--- src/rtl/hazard_ctrl_if.sv ---
// ==========================================================================
// hazard_ctrl_if : hazard-check inputs and stall-control outputs of hazard_ctrl
// Revision 1.0
// ==========================================================================
`default_nettype none

interface hazard_ctrl_if;
  logic [4:0]  D_rs_addr;
  logic [4:0]  D_rt_addr;
  logic [1:0]  D_rs_tuse;
  logic [1:0]  D_rt_tuse;
  logic        D_md_op;
  logic [4:0]  E_wa;
  logic [1:0]  E_tnew;
  logic [4:0]  M_wa;
  logic [1:0]  M_tnew;
  logic        E_md_start;
  logic        E_md_div;
  logic        pc_en;
  logic        fd_en;
  logic        de_flush;
  logic        stall;
  logic        md_busy;
  logic [31:0] stall_cnt;

  // Pipeline side drives the decode/execute/memory state, controller answers.
  modport master (
    output D_rs_addr, D_rt_addr, D_rs_tuse, D_rt_tuse, D_md_op,
    output E_wa, E_tnew, M_wa, M_tnew, E_md_start, E_md_div,
    input  pc_en, fd_en, de_flush, stall, md_busy, stall_cnt
  );

  modport slave (
    input  D_rs_addr, D_rt_addr, D_rs_tuse, D_rt_tuse, D_md_op,
    input  E_wa, E_tnew, M_wa, M_tnew, E_md_start, E_md_div,
    output pc_en, fd_en, de_flush, stall, md_busy, stall_cnt
  );
endinterface

`default_nettype wire

--- src/rtl/hazard_ctrl.sv ---
// ==========================================================================
// hazard_ctrl : Tuse/Tnew stall decision, MDU busy countdown, stall counter
// Revision 1.0
// ==========================================================================
`default_nettype none

module hazard_ctrl #(
  parameter int unsigned MULT_CYC = 5,
  parameter int unsigned DIV_CYC  = 10
) (
  input  logic         clk,
  input  logic         reset,
  hazard_ctrl_if.slave hz
);

  localparam logic [3:0] C_MULT_LD = 4'(MULT_CYC);
  localparam logic [3:0] C_DIV_LD  = 4'(DIV_CYC);

  logic [3:0]  md_cnt_q;
  logic [3:0]  md_cnt_d;
  logic [31:0] stall_cnt_q;
  logic [31:0] stall_cnt_d;
  logic        rs_haz;
  logic        rt_haz;
  logic        md_haz;
  logic        md_busy;
  logic        stall;

  // A source is hazardous when a producer in E or M will not have its result
  // ready by the time D needs it; $0 and unread operands never conflict.
  function automatic logic src_hazard(
    input logic [4:0] addr,
    input logic [1:0] tuse,
    input logic [4:0] e_wa,
    input logic [1:0] e_tnew,
    input logic [4:0] m_wa,
    input logic [1:0] m_tnew
  );
    return (tuse != 2'd3) && (addr != 5'd0) &&
           (((e_wa == addr) && (e_tnew > tuse)) ||
            ((m_wa == addr) && (m_tnew > tuse)));
  endfunction

  always_comb begin
    rs_haz  = src_hazard(hz.D_rs_addr, hz.D_rs_tuse, hz.E_wa, hz.E_tnew,
                         hz.M_wa, hz.M_tnew);
    rt_haz  = src_hazard(hz.D_rt_addr, hz.D_rt_tuse, hz.E_wa, hz.E_tnew,
                         hz.M_wa, hz.M_tnew);
    md_busy = (md_cnt_q != 4'd0);
    md_haz  = hz.D_md_op && (hz.E_md_start || md_busy);
    stall   = rs_haz || rt_haz || md_haz;

    // A new start always reloads, even over a running count.
    md_cnt_d = md_cnt_q;
    if (hz.E_md_start) begin
      md_cnt_d = hz.E_md_div ? C_DIV_LD : C_MULT_LD;
    end else if (md_busy) begin
      md_cnt_d = md_cnt_q - 4'd1;
    end

    stall_cnt_d = stall_cnt_q;
    if (stall && (stall_cnt_q != 32'hFFFF_FFFF)) begin
      stall_cnt_d = stall_cnt_q + 32'd1;
    end
  end

  always_ff @(posedge clk or negedge reset) begin
    if (!reset) begin
      md_cnt_q    <= 4'd0;
      stall_cnt_q <= 32'd0;
    end else begin
      md_cnt_q    <= md_cnt_d;
      stall_cnt_q <= stall_cnt_d;
    end
  end

  assign hz.stall     = stall;
  assign hz.pc_en     = ~stall;
  assign hz.fd_en     = ~stall;
  assign hz.de_flush  = stall;
  assign hz.md_busy   = md_busy;
  assign hz.stall_cnt = stall_cnt_q;

endmodule

`default_nettype wire

--- src/flat_wrapper.sv ---
// flat-port wrapper written by rule: the top's interface ports become plain ports
module hazard_ctrl_flat 
#(
  parameter int unsigned MULT_CYC = 5,
  parameter int unsigned DIV_CYC  = 10
)
  (clk, reset, hz_D_rs_addr, hz_D_rt_addr, hz_D_rs_tuse, hz_D_rt_tuse, hz_D_md_op, hz_E_wa, hz_E_tnew, hz_M_wa, hz_M_tnew, hz_E_md_start, hz_E_md_div, hz_pc_en, hz_fd_en, hz_de_flush, hz_stall, hz_md_busy, hz_stall_cnt);
  hazard_ctrl_if hz_i ();
  input  logic clk;
  input  logic reset;
  input wire logic [$bits(hz_i.D_rs_addr)-1:0] hz_D_rs_addr;
  input wire logic [$bits(hz_i.D_rt_addr)-1:0] hz_D_rt_addr;
  input wire logic [$bits(hz_i.D_rs_tuse)-1:0] hz_D_rs_tuse;
  input wire logic [$bits(hz_i.D_rt_tuse)-1:0] hz_D_rt_tuse;
  input wire logic [$bits(hz_i.D_md_op)-1:0] hz_D_md_op;
  input wire logic [$bits(hz_i.E_wa)-1:0] hz_E_wa;
  input wire logic [$bits(hz_i.E_tnew)-1:0] hz_E_tnew;
  input wire logic [$bits(hz_i.M_wa)-1:0] hz_M_wa;
  input wire logic [$bits(hz_i.M_tnew)-1:0] hz_M_tnew;
  input wire logic [$bits(hz_i.E_md_start)-1:0] hz_E_md_start;
  input wire logic [$bits(hz_i.E_md_div)-1:0] hz_E_md_div;
  output wire logic [$bits(hz_i.pc_en)-1:0] hz_pc_en;
  output wire logic [$bits(hz_i.fd_en)-1:0] hz_fd_en;
  output wire logic [$bits(hz_i.de_flush)-1:0] hz_de_flush;
  output wire logic [$bits(hz_i.stall)-1:0] hz_stall;
  output wire logic [$bits(hz_i.md_busy)-1:0] hz_md_busy;
  output wire logic [$bits(hz_i.stall_cnt)-1:0] hz_stall_cnt;
  assign hz_i.D_rs_addr = hz_D_rs_addr;
  assign hz_i.D_rt_addr = hz_D_rt_addr;
  assign hz_i.D_rs_tuse = hz_D_rs_tuse;
  assign hz_i.D_rt_tuse = hz_D_rt_tuse;
  assign hz_i.D_md_op = hz_D_md_op;
  assign hz_i.E_wa = hz_E_wa;
  assign hz_i.E_tnew = hz_E_tnew;
  assign hz_i.M_wa = hz_M_wa;
  assign hz_i.M_tnew = hz_M_tnew;
  assign hz_i.E_md_start = hz_E_md_start;
  assign hz_i.E_md_div = hz_E_md_div;
  assign hz_pc_en = hz_i.pc_en;
  assign hz_fd_en = hz_i.fd_en;
  assign hz_de_flush = hz_i.de_flush;
  assign hz_stall = hz_i.stall;
  assign hz_md_busy = hz_i.md_busy;
  assign hz_stall_cnt = hz_i.stall_cnt;
  hazard_ctrl #(.MULT_CYC(MULT_CYC), .DIV_CYC(DIV_CYC)) u_core (.clk(clk), .reset(reset), .hz(hz_i));
endmodule
--- config.mk ---
export PLATFORM = sky130hd
export DESIGN_NAME = hazard_ctrl_flat
export DESIGN_NICKNAME = d
export VERILOG_FILES = /design/src/rtl/hazard_ctrl_if.sv /design/src/rtl/hazard_ctrl.sv /design/src/flat_wrapper.sv
export SDC_FILE = /design/constraint.sdc
export NUM_CORES = 1
export LEC_CHECK = 0
export ABC_AREA = 1
export BUFFER_PORTS_ARGS = -buffer_cell sky130_fd_sc_hd__buf_2
export CORE_ASPECT_RATIO = 0.6
export CORE_UTILIZATION = 49
export CTS_BUF_LIST = sky130_fd_sc_hd__clkbuf_16
export DETAILED_ROUTE_END_ITERATION = 10
export PLACE_DENSITY = 0.79
export SYNTH_ARGS = -nofsm -noshare
export SYNTH_HDL_FRONTEND = slang
export SYNTH_SLANG_ARGS = --single-unit
--- constraint.sdc ---
create_clock -name clk -period 2.1 [get_ports clk]
set_input_delay 0.42 -clock clk [delete_from_list [all_inputs] [get_ports clk]]
set_output_delay 0.42 -clock clk [all_outputs]
set_load 0.005 [all_outputs]
==> qor.yml, run 1 <==
outcome:
  status: "finished, final reports clean"
synthesis:
  yosys.cell_count.top_type: "nand2_1"
  syn_avg_cell_area_um2: 6.38
  postSynthCellCount: 466
  synth_top_flop_cell: "dfrtp_1"
  synth_edf_count: 0
  synth_nets: 510
  ys_seq_elements: 36
  synth_common_cells: "nand2_1 (174), inv_1 (66), nand3_1 (50), nor2_1 (47), dfrtp_1 (36)"
  seq_area_frac_synth_pct: 30.3
  async_reset_ff_share_pct: 100
  syn_area_um2: 2980
  netlist_top_cells_area: "dfrtp_1 (30%), nand2_1 (22%), nand3_1 (8.4%)"
  yosysTopAreaCell: "dfrtp_1"
  ys_warn_count: 0
  ys_types: 28
  synth_top_area_share_pct: 30.3
die:
  dieArea_um2: 6400
  coreArea_um2: 5700
  rows: 21
  start_util_pct: 52.2
  die_w_um: 103
  io_pins: 70
  die_y_um: 62.4
critical_path:
  reg2reg_to: "u_core.hz.stall_cnt[8]"
  cp_data_arrival_time_ns: 1.56
  path_max_fanout: 6
  ff2ff_path_depth: 8
  worst-r2r-setup-slack_ns: 0.14
  timing.rr.start: "u_core.hz.stall_cnt[29]"
  endpoint_kind: "primary output"
  cp-start-kind: "input pin"
  worstPathRequired_ns: 1.68
  critPathKind: "input pin to primary output"
pwr:
  power_density_nw_per_um2: 593
  p_leak_nw: 2.07
  peakVddDrop_mv: 0.450
layout:
  n_fill_cell: 522
  seqCellArea_um2: 901
  syn_to_final_growth_pct: 23.6
  fin_area_um2: 3680
  layout-drive-gt1-share_pct: 22.0
  final_net_count: 588
  antenna_cells: 0
  multi_input_area_um2: 1820
global_route:
  grt_pass1_wl_um: 13600
  grt_usage_pct: 27.5
  grt_max_degree: 37
  overflow: 0
  grt_pass1_vias: 2808
  antenna_found_initial: 0
sta:
  post-route-period-util_pct: 94.1
  hold_violations: 0
  worstMarginPinSlew_ns: 0.828
  maxSlewViolCount: 0
  slew_headroom_pct: 44.8
  timing.fmax_mhz: 506
  finClkSkew_ns: 0.00635
  finalCriticalPeriod_ns: 1.98
  setup_ws_ns: 0.123
  setup_viol: 0
place:
  placed_cell_area_um2: 3410
  preCtsSetupSlack_ns: 0.0360
  dp_hpwl_um: 6350
  port_buffers: 69
  place.gp.congestion: 0.994
drt:
  firstDrtPassIters: 5
  drc: 0
  postRouteAntennaNets: 0
  wl_per_cell_um: 13.0
  drt-total-wl_um: 8100
  dr_total_vias: 3119
  drt_iter0_drc: 250
  viasPerCell: 4.99
clock_tree:
  cts_root_buf: "clkbuf_16"
  clock_latency_ns: 0.29
  clock-sinks: 36
  clkTransAtPathRegs_ns: 0.06
  cts-buffers-inserted: 5
  ctsHoldBuffers: 0
  tritoncts: "done"
  clock_tree.buffer_depth: 2
  htree_levels: 2
worst_hold_path:
  hold_path.class: "input pin to async pin"
flow_run:
  maxCapViolations: 0
registers in the layout (all words and copies together), names as in the netlist:
name	flops
u_core.hz.stall_cnt	32
u_core.md_cnt_q	4
per-stage QoR:
step                      std cells  setup TNS, ns  utilization [%]  hold WS [ns]  total power, W
after detailed placement        613              0             59.9         0.506         0.00132
final                           625              0             64.5         0.231         0.00218
after CTS                       621              0             62.8         0.256         0.00216
after global placement          613              0             59.9         0.496         0.00130
after global routing            625        -0.0239             64.5         0.296         0.00231
after floorplan                 466              0                -         0.124         0.00111
power breakdown:
group	switching, W	leakage (nW)	internal (W)	total, W
combinational	0.000301	1.50	0.000223	0.000524
clock	0.000289	0.0789	0.000552	0.000841
sequential	0.0000683	0.487	0.000750	0.000818
total	0.000659	2.07	0.00152	0.00218
routing by layer:
| layer | wire length (um) | global-route usage (%) | part of all wire [%] |
|---|---|---|---|
| met5 | 0 | 0 | 0 |
| met3 | 667 | 5.41 | 8.2 |
| met1 | 4340 | 45.0 | 54 |
| met4 | 106 | 7.14 | 1.3 |
| met2 | 2980 | 35.3 | 37 |
worst max-delay path: stages:
cell and delay, ns:
buf_2 0.13, ha_1 0.30, nand2_1 0.06, o21ai_1 0.06
nor2_1 0.09, nand3_1 0.08, nand2_1 0.09, nand2_2 0.06
nand3_4 0.11, inv_2 0.04, buf_2 0.11
cell type report:
| cell class | count | share of cell area, % |
|---|---|---|
| repair buffers | 81 | 11.8 |
| well taps | 80 | 2.72 |
| flip-flops and latches | 36 | 24.5 |
| inverters | 69 | 7.11 |
| multi-input cells | 351 | 49.4 |
| clock inverters | 3 | 1.02 |
| clock buffers | 5 | 3.40 |
worst max path at each step:
| stage | start | endpoint | slack, ns | cells past startpoint |
|---|---|---|---|---|
| 3_3_place_gp | hz_D_rt_tuse[1] | hz_pc_en | 0.03 | 12 |
| 2_1_floorplan | hz_E_tnew[0] | hz_pc_en | 0.01 | 12 |
| 6_report | hz_E_tnew[1] | hz_fd_en | 0.12 | 11 |
| 5_1_grt | u_core.md_cnt_q[0] | hz_pc_en | -0.01 | 9 |
| 4_1_cts | u_core.md_cnt_q[0] | hz_fd_en | 0.02 | 9 |
| 3_5_place_dp | hz_D_rt_tuse[1] | u_core.hz.stall_cnt[8] | 0.04 | 13 |
placed cells by master, fill, tap and decap left out, types with 5 or more instances in the layout:
cell / n
buf_2: 69
inv_2: 8
nand3_1: 50
buf_4: 12
a21oi_1: 6
nor2_2: 5
ha_1: 7
nand2_1: 171
inv_1: 59
nor2_1: 45
nand4_1: 5
dfrtp_1: 36
o21ai_0: 7
xnor2_1: 7
xor2_1: 18
clkbuf_16: 5
nor3_1: 7
kinds of logic (layout without fill, tap and decap cells):
| logic type | after synthesis | in the layout | synth area share, % |
|---|---|---|---|
| AO/OA/AOI/OAI | 15 | 15 | 2.57 |
| XOR/XNOR | 25 | 25 | 7.36 |
| adder cells (fa/ha/maj) | 11 | 11 | 4.63 |
| buffers and inverters | 79 | 158 | 11.0 |
| flip-flops | 36 | 36 | 30.3 |
| AND/OR/NAND/NOR | 300 | 300 | 44.2 |
repair_timing:
item | CTS | global route
pin swaps | 0 | 8
buffers inserted | 0 | 4
setup endpoints to repair | 2 | 4
gates resized for setup | 1 | 18
hold endpoints to repair | 0 | 0
(Power assumes the default switching activity.)
==> inputs of run 2 (changes only) <==
- CORE_ASPECT_RATIO: 0.6 -> not set
==> qor.yml, run 2 (synthesized netlist as in run 1, its figures left out) <==
outcome:
  status: "finished, violations left"
  failed_checks: "design-rule violations"
die:
  rows: 28
  die_w_um: 79.9
  coreArea_um2: 5890
  start_util_pct: 50.6
  die_y_um: 79.9
  dieArea_um2: 6390
  io_pins: 70
drt:
  wl_met1_um: 3220
  firstDrtPassIters: 7
  postRouteAntennaNets: 0
  wl_per_cell_um: 11.9
  drt-total-wl_um: 7290
  dr_total_vias: 3066
  wl_met3_um: 392
  routed.top_layer: "met4"
  drt_iter0_drc: 199
  viasPerCell: 4.99
  wl_met2_um: 3580
  drc: 1
pwr:
  p_leak_nw: 2.04
  pwr-share-comb_pct: 23.2
  peakVddDrop_mv: 0.465
  power_density_nw_per_um2: 558
  p_sw_share_pct: 31.3
  p_int_w: 0.00138
  clkPwrFrac_pct: 35.6
  p_total_w: 0.00201
  seq_power_share_pct: 41.2
  power.switching_w: 0.000630
layout:
  largest_reg_flops: 32
  fin_area_um2: 3600
  layout-drive-gt1-share_pct: 20.9
  final_core_util_pct: 61.2
  antenna_cells: 0
  final_common_cell: "nand2_1"
  final_net_count: 583
  syn_to_final_growth_pct: 21.0
  n_fill_cell: 569
  layout_common_cells: "nand2_1 (172), buf_2 (69), inv_1 (60)"
sta:
  timing.fmax_mhz: 503
  finClkSkew_ns: 0.00635
  finalCriticalPeriod_ns: 1.99
  tns_ns: 0
  post-route-period-util_pct: 94.7
  worstMarginPinSlew_ns: 0.815
  setup_ws_ns: 0.110
  slew_headroom_pct: 45.7
  hold_violations: 0
  setup_viol: 0
  maxSlewViolCount: 0
critical_path:
  path_max_fanout: 5
  reg2reg_to: "u_core.hz.stall_cnt[20]"
  timing.rr.start: "u_core.hz.stall_cnt[1]"
  cp-startpoint: "hz_D_rt_tuse[1]"
  worst-r2r-setup-slack_ns: 0.20
  ff2ff_path_depth: 10
  critPathKind: "input pin to primary output"
  endpoint: "hz_fd_en"
  cp_data_arrival_time_ns: 1.57
  cp-start-kind: "input pin"
  worstPathRequired_ns: 1.68
  endpoint_kind: "primary output"
place:
  port_buffers: 69
  dp_hpwl_um: 5590
  place.gp.congestion: 0.863
  placed_cell_area_um2: 3380
  preCtsSetupSlack_ns: 0.000946
clock_tree:
  htree_levels: 2
  clock_tree.buffer_depth: 2
  tritoncts: "done"
  clock_latency_ns: 0.28
  clkTransAtPathRegs_ns: 0.06
  cts_root_buf: "clkbuf_16"
  clock-sinks: 36
  cts-buffers-inserted: 5
global_route:
  overflow: 0
  grt_max_degree: 37
  antenna_found_initial: 0
  grt_usage_pct: 24.1
  grt_pass1_vias: 2875
  grt_pass1_wl_um: 12100
worst_hold_path:
  hold_path.class: "input pin to async pin"
flow_run:
  maxCapViolations: 0
-- run 2: routing by layer --
metal	vias up	global-route usage (%)
met3	12	4.46
met1	1366	29.4
met5	-	0
li1	1583	-
met4	0	7.86
met2	105	42.5
-- run 2: worst max-delay path, cell delays in order --
cell and delay (ns):
buf_2 0.11, inv_2 0.09, ha_4 0.21, nand2_1 0.07, nand3_1 0.09, nor2_1 0.09
nand3_1 0.07, nand2_1 0.08, nand2_1 0.08, nand3_4 0.11, inv_2 0.04, buf_2 0.12
-- run 2: power groups by stage --
stage / combinational (W) / clock (W) / sequential [W]
2_1_floorplan: 0.000278 / 0 / 0.000829
3_3_place_gp: 0.000431 / 0 / 0.000834
3_5_place_dp: 0.000444 / 0 / 0.000837
4_1_cts: 0.000450 / 0.000720 / 0.000827
5_1_grt: 0.000536 / 0.000747 / 0.000838
6_report: 0.000465 / 0.000715 / 0.000828
-- run 2: what timing repair did --
item	4_1_cts	5_1_grt
resized for setup	1	14
setup buffers	0	2
endpoints found under the setup margin	2	20
hold buffers	0	0
pin swaps	0	6
hold endpoints to repair	0	0
-- run 2: worst min-delay path by stage --
stage	to	slack (ns)	cells past startpoint
2_1_floorplan	u_core.hz.stall_cnt[0]	0.12	0
3_3_place_gp	u_core.hz.stall_cnt[30]	0.50	2
3_5_place_dp	u_core.hz.stall_cnt[22]	0.50	2
4_1_cts	u_core.hz.stall_cnt[6]	0.26	1
5_1_grt	u_core.hz.stall_cnt[6]	0.30	1
6_report	u_core.hz.stall_cnt[6]	0.22	1
-- run 2: cell type report --
| type | count | area, um^2 | area share [%] |
|---|---|---|---|
| clock inverters | 3 | 13.8 | 0.382 |
| clock buffers | 5 | 125 | 3.48 |
| multi-input cells | 351 | 1810 | 50.3 |
| repair buffers | 76 | 398 | 11.1 |
| inverters | 69 | 259 | 7.19 |
| flip-flops and latches | 36 | 901 | 25.0 |
| well taps | 75 | 93.8 | 2.61 |
-- run 2: through the flow --
step / cells / hold slack (ns)
after floorplan: 466 / 0.124
after global placement: 605 / 0.496
after detailed placement: 605 / 0.505
after CTS: 613 / 0.256
after global routing: 615 / 0.298
final: 615 / 0.219
